### src/rtl/keccak_state_mem_arbiter_pkg.sv
`default_nettype none
// ============================================================================
// Module      : keccak_state_mem_arbiter_pkg
// Description : Shared types and constants for the Keccak state memory
//               arbiter: FSM encoding, memory view selectors, default widths.
// Revision    : 1.0 - initial release
// ============================================================================
package keccak_state_mem_arbiter_pkg;

  // Arbiter FSM states
  typedef enum logic [1:0] {
    ST_IDLE   = 2'd0,
    ST_TURN   = 2'd1,
    ST_ACCESS = 2'd2,
    ST_DONE   = 2'd3
  } state_t;

  // Memory view select; the client index doubles as its view (lane=0, slice=1)
  localparam logic MODE_LANE  = 1'b0;
  localparam logic MODE_SLICE = 1'b1;

  // Default geometry: 25 lanes x 64 bits, or 64 slices x 25 bits
  localparam int DEF_L_AW = 5;
  localparam int DEF_L_DW = 64;
  localparam int DEF_S_AW = 6;
  localparam int DEF_S_DW = 25;

  // Width of the turnaround counter (TURN_CYCLES is 1..7)
  localparam int TURN_CW = 3;

endpackage
`default_nettype wire

### src/rtl/keccak_state_mem_arbiter_if.sv
`default_nettype none
// ============================================================================
// Module      : keccak_state_mem_arbiter_if
// Description : Bundles both requester handshakes and the dual-view memory
//               port of the state memory arbiter.
// Revision    : 1.0 - initial release
// ============================================================================
interface keccak_state_mem_arbiter_if
  import keccak_state_mem_arbiter_pkg::*;
#(
  parameter int L_AW = DEF_L_AW,
  parameter int L_DW = DEF_L_DW,
  parameter int S_AW = DEF_S_AW,
  parameter int S_DW = DEF_S_DW
) ();

  // Lane client
  logic            req_l;
  logic            we_l;
  logic            lock_l;
  logic [L_AW-1:0] adr_l;
  logic [L_DW-1:0] wdata_l;
  logic            ack_l;
  logic [L_DW-1:0] rdata_l;

  // Slice client
  logic            req_s;
  logic            we_s;
  logic            lock_s;
  logic [S_AW-1:0] adr_s;
  logic [S_DW-1:0] wdata_s;
  logic            ack_s;
  logic [S_DW-1:0] rdata_s;

  // Dual-view memory
  logic            mem_mode;
  logic            mem_r64;
  logic            mem_w64;
  logic [L_AW-1:0] mem_adr64;
  logic [L_DW-1:0] mem_in64;
  logic [L_DW-1:0] mem_out64;
  logic            mem_r25;
  logic            mem_w25;
  logic [S_AW-1:0] mem_adr25;
  logic [S_DW-1:0] mem_in25;
  logic [S_DW-1:0] mem_out25;

  // Arbiter side
  modport slave (
    input  req_l, we_l, lock_l, adr_l, wdata_l,
    output ack_l, rdata_l,
    input  req_s, we_s, lock_s, adr_s, wdata_s,
    output ack_s, rdata_s,
    output mem_mode,
    output mem_r64, mem_w64, mem_adr64, mem_in64,
    input  mem_out64,
    output mem_r25, mem_w25, mem_adr25, mem_in25,
    input  mem_out25
  );

  // Requesters plus memory side
  modport master (
    output req_l, we_l, lock_l, adr_l, wdata_l,
    input  ack_l, rdata_l,
    output req_s, we_s, lock_s, adr_s, wdata_s,
    input  ack_s, rdata_s,
    input  mem_mode,
    input  mem_r64, mem_w64, mem_adr64, mem_in64,
    output mem_out64,
    input  mem_r25, mem_w25, mem_adr25, mem_in25,
    output mem_out25
  );

endinterface
`default_nettype wire

### src/rtl/keccak_state_mem_arbiter_rr_arbiter2.sv
`default_nettype none
// ============================================================================
// Module      : rr_arbiter2
// Description : Two-way round-robin grant with lock. Bit 0 is the lane
//               client, bit 1 the slice client. Purely combinational.
// Revision    : 1.0 - initial release
// ============================================================================
module rr_arbiter2
  import keccak_state_mem_arbiter_pkg::*;
(
  input  logic [1:0] i_req,
  input  logic       i_lock,
  input  logic       i_owner,
  output logic [1:0] o_grant
);

  // Locked: only the owner may win. Contended: the non-owner wins.
  always_comb begin
    o_grant = 2'b00;
    if (i_lock) begin
      if (i_req[i_owner]) begin
        o_grant[i_owner] = 1'b1;
      end
    end else if (&i_req) begin
      o_grant[~i_owner] = 1'b1;
    end else begin
      o_grant = i_req;
    end
  end

endmodule
`default_nettype wire

### src/rtl/keccak_state_mem_arbiter.sv
`default_nettype none
// ============================================================================
// Module      : keccak_state_mem_arbiter
// Description : Shares the dual-view Keccak state memory between the lane
//               client (64-bit view) and the slice client (25-bit view).
//               Owns the view select and strobes, inserts turnaround cycles
//               on every view change. All outputs are registered.
// Revision    : 1.0 - initial release
// ============================================================================
module keccak_state_mem_arbiter
  import keccak_state_mem_arbiter_pkg::*;
#(
  parameter int L_AW        = DEF_L_AW,
  parameter int L_DW        = DEF_L_DW,
  parameter int S_AW        = DEF_S_AW,
  parameter int S_DW        = DEF_S_DW,
  parameter int TURN_CYCLES = 1
) (
  input  logic                          clk,
  input  logic                          rst,
  keccak_state_mem_arbiter_if.slave     bus,
  output logic                          busy,
  output logic                          owner
);

  localparam logic [TURN_CW-1:0] c_turn_load = TURN_CW'(TURN_CYCLES - 1);

  // Control state
  state_t             r_state,    w_state_nxt;
  logic               r_mode,     w_mode_nxt;
  logic               r_owner,    w_owner_nxt;
  logic               r_lock,     w_lock_nxt;
  logic [TURN_CW-1:0] r_turn_cnt, w_turn_nxt;
  logic               r_busy,     w_busy_nxt;

  // Latched command of the current winner
  logic               r_win,      w_win_nxt;
  logic               r_we,       w_we_nxt;
  logic [L_AW-1:0]    r_adr_l,    w_adr_l_nxt;
  logic [S_AW-1:0]    r_adr_s,    w_adr_s_nxt;
  logic [L_DW-1:0]    r_wdata_l,  w_wdata_l_nxt;
  logic [S_DW-1:0]    r_wdata_s,  w_wdata_s_nxt;

  // Registered client outputs
  logic               r_ack_l,    w_ack_l_nxt;
  logic               r_ack_s,    w_ack_s_nxt;
  logic [L_DW-1:0]    r_rdata_l,  w_rdata_l_nxt;
  logic [S_DW-1:0]    r_rdata_s,  w_rdata_s_nxt;

  // Registered memory outputs
  logic               r_r64,      w_r64_nxt;
  logic               r_w64,      w_w64_nxt;
  logic [L_AW-1:0]    r_adr64,    w_adr64_nxt;
  logic [L_DW-1:0]    r_in64,     w_in64_nxt;
  logic               r_r25,      w_r25_nxt;
  logic               r_w25,      w_w25_nxt;
  logic [S_AW-1:0]    r_adr25,    w_adr25_nxt;
  logic [S_DW-1:0]    r_in25,     w_in25_nxt;

  // Arbitration
  logic [1:0]         w_req;
  logic [1:0]         w_grant;
  logic               w_sel_win;
  logic               w_sel_we;
  logic               w_sel_lock;
  logic               w_go;

  assign w_req      = {bus.req_s, bus.req_l};
  assign w_sel_win  = w_grant[1];
  assign w_sel_we   = w_sel_win ? bus.we_s   : bus.we_l;
  assign w_sel_lock = w_sel_win ? bus.lock_s : bus.lock_l;

  rr_arbiter2 u_arb (
    .i_req   (w_req),
    .i_lock  (r_lock),
    .i_owner (r_owner),
    .o_grant (w_grant)
  );

  // Next-state and next-output logic for the arbiter FSM
  always_comb begin
    w_state_nxt   = r_state;
    w_mode_nxt    = r_mode;
    w_owner_nxt   = r_owner;
    w_lock_nxt    = r_lock;
    w_turn_nxt    = r_turn_cnt;
    w_win_nxt     = r_win;
    w_we_nxt      = r_we;
    w_adr_l_nxt   = r_adr_l;
    w_adr_s_nxt   = r_adr_s;
    w_wdata_l_nxt = r_wdata_l;
    w_wdata_s_nxt = r_wdata_s;
    w_ack_l_nxt   = 1'b0;
    w_ack_s_nxt   = 1'b0;
    w_rdata_l_nxt = r_rdata_l;
    w_rdata_s_nxt = r_rdata_s;
    w_go          = 1'b0;

    case (r_state)
      ST_IDLE: begin
        if (|w_grant) begin
          w_win_nxt     = w_sel_win;
          w_we_nxt      = w_sel_we;
          w_adr_l_nxt   = bus.adr_l;
          w_adr_s_nxt   = bus.adr_s;
          w_wdata_l_nxt = bus.wdata_l;
          w_wdata_s_nxt = bus.wdata_s;
          w_owner_nxt   = w_sel_win;
          w_lock_nxt    = w_sel_lock;
          if (w_sel_win == r_mode) begin
            w_state_nxt = ST_ACCESS;
            w_go        = 1'b1;
          end else begin
            // View change: flip the mode now so it is stable through TURN
            w_mode_nxt  = ~r_mode;
            w_turn_nxt  = c_turn_load;
            w_state_nxt = ST_TURN;
          end
        end else if (r_lock && !w_req[r_owner]) begin
          // Locked owner let go of its request: release the lock
          w_lock_nxt = 1'b0;
        end
      end

      ST_TURN: begin
        if (r_turn_cnt == '0) begin
          w_state_nxt = ST_ACCESS;
          w_go        = 1'b1;
        end else begin
          w_turn_nxt = r_turn_cnt - 1'b1;
        end
      end

      ST_ACCESS: begin
        w_state_nxt = ST_DONE;
        if (r_win == MODE_SLICE) begin
          w_ack_s_nxt = 1'b1;
          if (!r_we) begin
            w_rdata_s_nxt = bus.mem_out25;
          end
        end else begin
          w_ack_l_nxt = 1'b1;
          if (!r_we) begin
            w_rdata_l_nxt = bus.mem_out64;
          end
        end
      end

      ST_DONE: begin
        w_state_nxt = ST_IDLE;
      end

      default: begin
        w_state_nxt = ST_IDLE;
      end
    endcase

    // Memory strobes, address and data are only non-zero during ACCESS
    w_r64_nxt   = 1'b0;
    w_w64_nxt   = 1'b0;
    w_adr64_nxt = '0;
    w_in64_nxt  = '0;
    w_r25_nxt   = 1'b0;
    w_w25_nxt   = 1'b0;
    w_adr25_nxt = '0;
    w_in25_nxt  = '0;
    if (w_go) begin
      if (w_win_nxt == MODE_SLICE) begin
        w_r25_nxt   = ~w_we_nxt;
        w_w25_nxt   = w_we_nxt;
        w_adr25_nxt = w_adr_s_nxt;
        w_in25_nxt  = w_wdata_s_nxt;
      end else begin
        w_r64_nxt   = ~w_we_nxt;
        w_w64_nxt   = w_we_nxt;
        w_adr64_nxt = w_adr_l_nxt;
        w_in64_nxt  = w_wdata_l_nxt;
      end
    end

    w_busy_nxt = (w_state_nxt != ST_IDLE);
  end

  // State and output registers; reset abandons any access in flight
  always_ff @(posedge clk) begin
    if (rst) begin
      r_state    <= ST_IDLE;
      r_mode     <= MODE_LANE;
      r_owner    <= MODE_SLICE;
      r_lock     <= 1'b0;
      r_turn_cnt <= '0;
      r_busy     <= 1'b0;
      r_win      <= 1'b0;
      r_we       <= 1'b0;
      r_adr_l    <= '0;
      r_adr_s    <= '0;
      r_wdata_l  <= '0;
      r_wdata_s  <= '0;
      r_ack_l    <= 1'b0;
      r_ack_s    <= 1'b0;
      r_rdata_l  <= '0;
      r_rdata_s  <= '0;
      r_r64      <= 1'b0;
      r_w64      <= 1'b0;
      r_adr64    <= '0;
      r_in64     <= '0;
      r_r25      <= 1'b0;
      r_w25      <= 1'b0;
      r_adr25    <= '0;
      r_in25     <= '0;
    end else begin
      r_state    <= w_state_nxt;
      r_mode     <= w_mode_nxt;
      r_owner    <= w_owner_nxt;
      r_lock     <= w_lock_nxt;
      r_turn_cnt <= w_turn_nxt;
      r_busy     <= w_busy_nxt;
      r_win      <= w_win_nxt;
      r_we       <= w_we_nxt;
      r_adr_l    <= w_adr_l_nxt;
      r_adr_s    <= w_adr_s_nxt;
      r_wdata_l  <= w_wdata_l_nxt;
      r_wdata_s  <= w_wdata_s_nxt;
      r_ack_l    <= w_ack_l_nxt;
      r_ack_s    <= w_ack_s_nxt;
      r_rdata_l  <= w_rdata_l_nxt;
      r_rdata_s  <= w_rdata_s_nxt;
      r_r64      <= w_r64_nxt;
      r_w64      <= w_w64_nxt;
      r_adr64    <= w_adr64_nxt;
      r_in64     <= w_in64_nxt;
      r_r25      <= w_r25_nxt;
      r_w25      <= w_w25_nxt;
      r_adr25    <= w_adr25_nxt;
      r_in25     <= w_in25_nxt;
    end
  end

  assign bus.ack_l     = r_ack_l;
  assign bus.rdata_l   = r_rdata_l;
  assign bus.ack_s     = r_ack_s;
  assign bus.rdata_s   = r_rdata_s;
  assign bus.mem_mode  = r_mode;
  assign bus.mem_r64   = r_r64;
  assign bus.mem_w64   = r_w64;
  assign bus.mem_adr64 = r_adr64;
  assign bus.mem_in64  = r_in64;
  assign bus.mem_r25   = r_r25;
  assign bus.mem_w25   = r_w25;
  assign bus.mem_adr25 = r_adr25;
  assign bus.mem_in25  = r_in25;
  assign busy          = r_busy;
  assign owner         = r_owner;

endmodule
`default_nettype wire

### src/flat_wrapper.sv
// flat-port wrapper written by rule: the top's interface ports become plain ports
module keccak_state_mem_arbiter_flat import keccak_state_mem_arbiter_pkg::*;
#(
  parameter int L_AW        = DEF_L_AW,
  parameter int L_DW        = DEF_L_DW,
  parameter int S_AW        = DEF_S_AW,
  parameter int S_DW        = DEF_S_DW,
  parameter int TURN_CYCLES = 1
)
  (clk, rst, busy, owner, bus_req_l, bus_we_l, bus_lock_l, bus_adr_l, bus_wdata_l, bus_ack_l, bus_rdata_l, bus_req_s, bus_we_s, bus_lock_s, bus_adr_s, bus_wdata_s, bus_ack_s, bus_rdata_s, bus_mem_mode, bus_mem_r64, bus_mem_w64, bus_mem_adr64, bus_mem_in64, bus_mem_out64, bus_mem_r25, bus_mem_w25, bus_mem_adr25, bus_mem_in25, bus_mem_out25);
  keccak_state_mem_arbiter_if #(.L_AW(L_AW), .L_DW(L_DW), .S_AW(S_AW), .S_DW(S_DW)) bus_i ();
  input  logic clk;
  input  logic rst;
  output logic busy;
  output logic owner;
  input wire logic [$bits(bus_i.req_l)-1:0] bus_req_l;
  input wire logic [$bits(bus_i.we_l)-1:0] bus_we_l;
  input wire logic [$bits(bus_i.lock_l)-1:0] bus_lock_l;
  input wire logic [$bits(bus_i.adr_l)-1:0] bus_adr_l;
  input wire logic [$bits(bus_i.wdata_l)-1:0] bus_wdata_l;
  output wire logic [$bits(bus_i.ack_l)-1:0] bus_ack_l;
  output wire logic [$bits(bus_i.rdata_l)-1:0] bus_rdata_l;
  input wire logic [$bits(bus_i.req_s)-1:0] bus_req_s;
  input wire logic [$bits(bus_i.we_s)-1:0] bus_we_s;
  input wire logic [$bits(bus_i.lock_s)-1:0] bus_lock_s;
  input wire logic [$bits(bus_i.adr_s)-1:0] bus_adr_s;
  input wire logic [$bits(bus_i.wdata_s)-1:0] bus_wdata_s;
  output wire logic [$bits(bus_i.ack_s)-1:0] bus_ack_s;
  output wire logic [$bits(bus_i.rdata_s)-1:0] bus_rdata_s;
  output wire logic [$bits(bus_i.mem_mode)-1:0] bus_mem_mode;
  output wire logic [$bits(bus_i.mem_r64)-1:0] bus_mem_r64;
  output wire logic [$bits(bus_i.mem_w64)-1:0] bus_mem_w64;
  output wire logic [$bits(bus_i.mem_adr64)-1:0] bus_mem_adr64;
  output wire logic [$bits(bus_i.mem_in64)-1:0] bus_mem_in64;
  input wire logic [$bits(bus_i.mem_out64)-1:0] bus_mem_out64;
  output wire logic [$bits(bus_i.mem_r25)-1:0] bus_mem_r25;
  output wire logic [$bits(bus_i.mem_w25)-1:0] bus_mem_w25;
  output wire logic [$bits(bus_i.mem_adr25)-1:0] bus_mem_adr25;
  output wire logic [$bits(bus_i.mem_in25)-1:0] bus_mem_in25;
  input wire logic [$bits(bus_i.mem_out25)-1:0] bus_mem_out25;
  assign bus_i.req_l = bus_req_l;
  assign bus_i.we_l = bus_we_l;
  assign bus_i.lock_l = bus_lock_l;
  assign bus_i.adr_l = bus_adr_l;
  assign bus_i.wdata_l = bus_wdata_l;
  assign bus_ack_l = bus_i.ack_l;
  assign bus_rdata_l = bus_i.rdata_l;
  assign bus_i.req_s = bus_req_s;
  assign bus_i.we_s = bus_we_s;
  assign bus_i.lock_s = bus_lock_s;
  assign bus_i.adr_s = bus_adr_s;
  assign bus_i.wdata_s = bus_wdata_s;
  assign bus_ack_s = bus_i.ack_s;
  assign bus_rdata_s = bus_i.rdata_s;
  assign bus_mem_mode = bus_i.mem_mode;
  assign bus_mem_r64 = bus_i.mem_r64;
  assign bus_mem_w64 = bus_i.mem_w64;
  assign bus_mem_adr64 = bus_i.mem_adr64;
  assign bus_mem_in64 = bus_i.mem_in64;
  assign bus_i.mem_out64 = bus_mem_out64;
  assign bus_mem_r25 = bus_i.mem_r25;
  assign bus_mem_w25 = bus_i.mem_w25;
  assign bus_mem_adr25 = bus_i.mem_adr25;
  assign bus_mem_in25 = bus_i.mem_in25;
  assign bus_i.mem_out25 = bus_mem_out25;
  keccak_state_mem_arbiter #(.L_AW(L_AW), .L_DW(L_DW), .S_AW(S_AW), .S_DW(S_DW), .TURN_CYCLES(TURN_CYCLES)) u_core (.clk(clk), .rst(rst), .bus(bus_i), .busy(busy), .owner(owner));
endmodule
### config.mk
export PLATFORM = sky130hd
export DESIGN_NAME = keccak_state_mem_arbiter_flat
export DESIGN_NICKNAME = d
export VERILOG_FILES = /design/src/rtl/keccak_state_mem_arbiter_pkg.sv /design/src/rtl/keccak_state_mem_arbiter_if.sv /design/src/rtl/keccak_state_mem_arbiter_rr_arbiter2.sv /design/src/rtl/keccak_state_mem_arbiter.sv /design/src/flat_wrapper.sv
export SDC_FILE = /design/constraint.sdc
export NUM_CORES = 1
export LEC_CHECK = 0
export BUFFER_PORTS_ARGS = -buffer_cell sky130_fd_sc_hd__buf_4
export CAP_MARGIN = 5
export CORE_ASPECT_RATIO = 0.8
export CORE_MARGIN = 3
export CORE_UTILIZATION = 35
export DETAILED_ROUTE_END_ITERATION = 6
export PLACE_DENSITY_LB_ADDON = 0.25
export SETUP_SLACK_MARGIN = 0.5
export SLEW_MARGIN = 20
export SYNTH_ARGS = -nofsm -noshare
export SYNTH_HDL_FRONTEND = slang
export SYNTH_HIERARCHICAL = 1
export SYNTH_SLANG_ARGS = --single-unit
### constraint.sdc
create_clock -name clk -period 2.58 [get_ports clk]
set_clock_uncertainty 0.2 [all_clocks]
set_input_delay 0.516 -clock clk [delete_from_list [all_inputs] [get_ports clk]]
set_output_delay 0.516 -clock clk [all_outputs]
set_load 0.02 [all_outputs]
Word-level counts from Yosys, hierarchy flattened
Cells that the tools add are included.
{ "word_totals": {"regBits": 306, "out_inout_bits": 198, "word_cells": 104} }
{ "op_classes": {"addsub": 1, "n_lt_le_gt_ge": 4, "n_eq_ne": 7, "n_mux": 39, "n_bitwise": 9, "reduce_logical": 20} }
{ "op_table": {"columns": ["cell", "count"], "rows": [
  ["two-way mux 64 bit", 2],
  ["two-way mux 25 bit", 2],
  ["two-way mux 1 bit", 17],
  ["two-way mux 2 bit", 6],
  ["two-way mux 6 bit", 2],
  ["two-way mux 5 bit", 2],
  ["two-way mux 3 bit", 3],
  ["inverter 1 bit", 9],
  ["AND reduction 3 bit", 3],
  ["case mux 2 bit (4 select lines)", 1],
  ["case mux 3 bit (2 select lines)", 1],
  ["AND reduction 2 bit", 3],
  ["nonzero test 2 bit", 3],
  ["OR reduction 3 bit", 2],
  ["equality test 2 bit (second input constant)", 2],
  ["less-than comparator 1 x 2 -> 1 bit (second input constant)", 2],
  ["!= test 2 bit (second input constant)", 2],
  ["AND reduction 4 bit", 1],
  ["OR reduction 2 bit", 2],
  ["logical AND 1 bit", 3],
  ["logical NOT 3 bit", 1],
  ["subtractor 3 x 1 -> 3 bit (second input constant)", 1],
  ["demux 1 bit (select 1 bit)", 2],
  ["equality test 2 x 1 -> 1 bit (second input constant)", 1],
  ["other kinds (6)", 7]
]} }

Logic depth before layout (Yosys ltp)
{ "logic_depth": {"word_depth": 13, "ltp_mapped": 9, "mapped_depth_nobuf": 6} }

Hierarchy
Netlist, hierarchy kept.
{ "by_module_without_submodules": {"columns": ["module", "instances", "cells_each", "area_per_inst_um2"], "rows": [
  ["keccak_state_mem_arbiter", 1, 1164, 10865.4],
  ["rr_arbiter2", 1, 6, 42.5]
]} }

Least setup slack after synthesis
Ideal clock, no wire load.
{ "synth_path": {"kind": "input to register", "startpoint": "input bus_req_l", "endpoint": "register u_core.r_in25[10], in the netlist u_core/bus.mem_in25[10]", "setup_ns": 0.103, "arrival_time_ns": 2.122, "path_slack_ns": 0.154, "stages": 7, "path_buffers": 2, "path_cell_list": "a21bo_1 a21oi_2 or3b_1 a221o_1 buf_6 buf_6 a2111oi_2"} }
{ "synth_between": {"word_cells_on_any_way": 18, "cone_classes": "eq/ne (1); mux (12); bitwise (2); reduce/logical (3)"} }
{ "synth_rtl": {"columns": ["element", "line_no", "rtl"], "rows": [
  ["start: declaration", "flat_wrapper.sv:16", "input wire logic [$bits(bus_i.req_l)-1:0] bus_req_l;"],
  ["two-way mux 1 bit (not written as such) (2 in a row)", "keccak_state_mem_arbiter_rr_arbiter2.sv:21", "if (i_req[i_owner]) begin"],
  ["two-way mux 2 bit", "keccak_state_mem_arbiter_rr_arbiter2.sv:21", null],
  ["two-way mux 2 bit (*)", "keccak_state_mem_arbiter_rr_arbiter2.sv:20", "if (i_lock) begin"],
  ["via u_core.w_grant[0]", "keccak_state_mem_arbiter.sv:62", "logic [1:0] w_grant;"],
  ["OR reduction 2 bit (*)", "keccak_state_mem_arbiter.sv:101", "if (|w_grant) begin"],
  ["two-way mux 1 bit", "keccak_state_mem_arbiter.sv:101", null],
  ["case mux 1 bit (2 select lines) or two-way mux 1 bit (tied branches)", "keccak_state_mem_arbiter.sv:99", "case (r_state)"],
  ["inverter 1 bit (no source line)", null, null],
  ["OR reduction 3 bit (no source line)", null, null],
  ["end signal: assignment", "keccak_state_mem_arbiter.sv:235", "r_in25 <= w_in25_nxt;"],
  ["end: declaration", "keccak_state_mem_arbiter.sv:58", "logic [S_DW-1:0] r_in25, w_in25_nxt;"]
]} }
Mark *: on every way through the listed nets, which the timed path passes. The rest lies on a longest branch. The select of a mux whose other input is x is not followed.
A chain may end at the register's enable or synchronous reset.

Worst setup path after layout
{ "layout_path": {"startpoint": "register u_core.r_lock", "endpoint": "register u_core.r_in64[41], in the netlist u_core/bus.mem_in64[41]"} }
{ "layout_between": {"word_cells_on_any_way": 12, "cone_classes": "eq/ne (1); mux (8); bitwise (1); reduce/logical (2)"} }
{ "layout_rtl": {"columns": ["element", "line_no", "rtl"], "rows": [
  ["start: declaration", "keccak_state_mem_arbiter.sv:32", "logic r_lock, w_lock_nxt;"],
  ["start signal: assignment", "keccak_state_mem_arbiter.sv:215", "r_lock <= w_lock_nxt;"],
  ["two-way mux 2 bit (*)", "keccak_state_mem_arbiter_rr_arbiter2.sv:20", null],
  ["via u_core.w_grant[0]", "keccak_state_mem_arbiter.sv:62", null],
  ["OR reduction 2 bit (*)", "keccak_state_mem_arbiter.sv:101", null],
  ["two-way mux 1 bit", "keccak_state_mem_arbiter.sv:101", null],
  ["case mux 1 bit (2 select lines)", "keccak_state_mem_arbiter.sv:99", null],
  ["inverter 1 bit (no source line)", null, null],
  ["OR reduction 3 bit (no source line)", null, null],
  ["end signal: assignment", "keccak_state_mem_arbiter.sv:231", "r_in64 <= w_in64_nxt;"],
  ["end: declaration", "keccak_state_mem_arbiter.sv:54", "logic [L_DW-1:0] r_in64, w_in64_nxt;"]
]} }
Mark *: on every way through the listed nets, which the timed path passes. The rest lies on a longest branch.

==> results.sh <==
export IMPL_dr_pass1_iters=5
export IMPL_ir_drop_v=0.000549
export IMPL_crit_path_start="u_core/r_lock"
export IMPL_htreeDepth=1
export IMPL_clockPowerShare_pct=28.3
export IMPL_end_kind="flop"
export IMPL_power_frac_seq_pct=36.7
export IMPL_synth_area_um2=10900
export IMPL_nets=1781
export IMPL_drive_above_1_share_pct=37.6
export IMPL_busiest_layer="met2"
export IMPL_power_density_nw_per_um2=916
export IMPL_routed_wl_mm=37.1
export IMPL_fin_crit_ns=2.41
export IMPL_synth_edff_count=0
export IMPL_final_cell_mix="buf_4 (419), dfxtp_1 (303), a21oi_1 (193), nand2_1 (184), o21ai_0 (100)"
export IMPL_synth_top_area_share_pct=56.2
export IMPL_wl_per_cell_um=18.4
export IMPL_multi_input_area_um2=4880
export IMPL_p_sw_mw=5.51
export IMPL_coreArea_um2=30500
export IMPL_fin_cells=2017
export IMPL_p_sw_share_pct=35.9
export IMPL_cts_tree="yes"
export IMPL_max_freq_ghz=0.415
export IMPL_place_ws_ns=-0.181
export IMPL_synthFlopType="dfxtp_1"
export IMPL_initial_utilization_pct=35.7
export IMPL_area_growth_pct=53.8
export IMPL_worstPathArrival_ns=2.64
export IMPL_antenna_found_initial=0
export IMPL_insertion_delay_ns=0.55
export IMPL_clock_path_buffers=3
export IMPL_synth_seq_area_share_pct=56.2
export IMPL_maxCapViolCount=0
export IMPL_grt_pass1_vias=10209
export IMPL_start_kind="flop"
export IMPL_dieHeight_um=164
export IMPL_place_inst=1889
export IMPL_synth_avg_cell_area_um2=9.32
export IMPL_gp_congestion=0.770
export IMPL_synthArstFlopShare_pct=0
export IMPL_ant_nets=0
export IMPL_yosys_top_cells_area="dfxtp_1 (56%), a21oi_1 (8.9%), nand2_1 (6.3%), a2111oi_2 (5.6%), nand3_1 (4.8%)"
export IMPL_worst_slack_ns=0.169
export IMPL_rsz0062_at_grt="true"
export IMPL_drv_slew=0
export IMPL_grt_use_total_pct=20.6
export IMPL_slew_headroom_pct=62.9
export IMPL_yosys_area_top_type="dfxtp_1"
export IMPL_die_w_um=203
export IMPL_dpl_hpwl_mm=23.3
export IMPL_grt_pass1_wl_mm=56.2
export IMPL_dr_total_vias=10548
export IMPL_root_buffer="clkbuf_16"
export IMPL_status="finished clean"
export IMPL_layout_commonest_cell="buf_4"
export IMPL_cp_max_fo=60
export IMPL_seqCellArea_um2=6130
export IMPL_setup_violations_final=0
export IMPL_holdWs_ns=0.0218
export IMPL_drc=0
export IMPL_fillers=2711
export IMPL_min_delay_path_depth=3
export IMPL_min_from="bus_mem_out64[5]"
export IMPL_rr_startpoint="u_core/r_lock"
export IMPL_grtUsageMet2_pct=32.7
export IMPL_synth_nets=1369
export IMPL_io_pins=395
export IMPL_drt_iter0_drc=623
export IMPL_comb_power_share_pct=35.0
export IMPL_grt_max_degree=89
export IMPL_met1_usage_pct=28.2
export IMPL_period_share_pct=93.5
export IMPL_synth_seq_cells=306
export IMPL_numPortBuffers=394
export IMPL_n_antenna_cell=0
export IMPL_worstPathRequired_ns=2.81
export IMPL_tightest_slew_ns=0.556
export IMPL_row_count=57
export IMPL_hold_viol=0
export IMPL_min_path_type="input pin to flop"
export IMPL_dieArea_um2=33300
export IMPL_cts_made_buffers=30
export IMPL_leakage_nw=6.46
export IMPL_crit_type="flop to flop"
export IMPL_synth_warnings=6
export IMPL_grt_use_met3_pct=4.62
export IMPL_ys_types=43
export IMPL_internal_power_mw=9.85
export IMPL_clkSinkCount=306
export IMPL_vias_per_cell=5.23
export IMPL_netlist_instances=1170
export IMPL_rr_worst_depth=6
export IMPL_path_clk_slew_ns=0.06
export IMPL_grt_remaining_overflow=0
==> area by class of cell <==
class,count,share of cell area [%]
tap,413,3.08
clock buffer,43,5.12
timing repair buffer,502,25.3
inverter,8,0.179
clock inverter,11,0.753
sequential,306,36.5
multi-input combinational,734,29.1
==> critical path, stage by stage (launching register included) <==
cell       delay (ns)
dfxtp_2          0.34
a21bo_1          0.20
a21oi_2          0.16
or3b_1           0.39
a221o_4          0.41
buf_12           0.21
a2111oi_1        0.30
==> metal layers <==
layer / vias up / wire, µm
li1: 5051 / -
met1: 5022 / 16000
met2: 403 / 17300
met3: 72 / 2670
met4: 0 / 1100
met5: - / 0
==> power by group through the flow <==
stage / clock network (mW) / logic [mW] / registers, mW
floorplan: 0 / 2.40 / 6.06
global placement: 0 / 4.45 / 5.72
detailed placement: 0 / 4.51 / 5.73
CTS: 4.45 / 4.99 / 5.64
global route: 4.65 / 5.76 / 5.70
finish: 4.35 / 5.37 / 5.64
==> path summary, 6_finish.rpt <==
check	end	slack, ns
worst min register to register	u_core/bus.rdata_l[43]	0.26
worst max-delay path	u_core/bus.mem_in64[41]	0.17
worst min-delay path	u_core/bus.rdata_l[5]	0.02
worst max register to register	u_core/bus.mem_in64[41]	0.17
==> logic make-up after synthesis <==
| group | Yosys count | synth area share, % |
|---|---|---|
| compound gates | 418 | 25.8 |
| fa+ha+maj | 2 | 0.229 |
| buf+inv | 131 | 5.18 |
| flops | 306 | 56.2 |
| mux | 2 | 0.195 |
| simple gates | 311 | 12.4 |
==> metrics by stage <==
step | TNS, ns | utilization, % | instance area, µm² | total power [mW]
6_report | 0 | 55.0 | 16800 | 15.4
5_1_grt | 0 | 55.0 | 16800 | 16.1
4_1_cts | 0 | 53.5 | 16300 | 15.1
3_5_place_dp | -3.65 | 47.3 | 14500 | 10.2
3_3_place_gp | -0.909 | 47.3 | 14500 | 10.2
2_1_floorplan | 0 | - | 11000 | 8.46
==> synth_stat cells, types with 2 or more instances <==
| library cell | n |
|---|---|
| dfxtp_1 | 306 |
| a21oi_1 | 193 |
| nand2_1 | 184 |
| nand3_1 | 104 |
| o21ai_0 | 103 |
| clkbuf_1 | 82 |
| a2111oi_0 | 53 |
| a2111oi_2 | 41 |
| buf_2 | 23 |
| a2111oi_1 | 10 |
| buf_1 | 9 |
| inv_1 | 8 |
| nor2_1 | 8 |
| buf_6 | 5 |
| a31oi_1 | 3 |
| clkbuf_2 | 3 |
| a221o_1 | 2 |
| a22oi_1 | 2 |
| a311oi_1 | 2 |
| ha_1 | 2 |
| nand2b_1 | 2 |
| nor3_1 | 2 |
| or2_2 | 2 |
| or3b_1 | 2 |
==> state kept, by name, indices dropped and copies added (netlist names), 2 cells and up <==
signal,flops
u_core/r_wdata_l,64
u_core/r_wdata_s,25
u_core/bus.mem_in25,25
u_core/r_state,2
u_core/bus.mem_in64,64
u_core/bus.rdata_s,25
u_core/bus.mem_adr25,6
u_core/bus.mem_adr64,5
u_core/r_adr_l,5
u_core/r_turn_cnt,3
u_core/bus.rdata_l,64
u_core/r_adr_s,6
==> what timing repair did <==
| action | in CTS | in global routing |
|---|---|---|
| hold buffers | 56 | 1 |
| endpoints found under the setup margin | 171 | 215 |
| cloned | 4 | 0 |
| pin swaps | 3 | 7 |
| buffers inserted | 9 | 4 |
| resized for setup | 52 | 72 |
| endpoints found under the hold margin | 56 | 1 |
No activity file was read; power rests on OpenSTA's default activity.
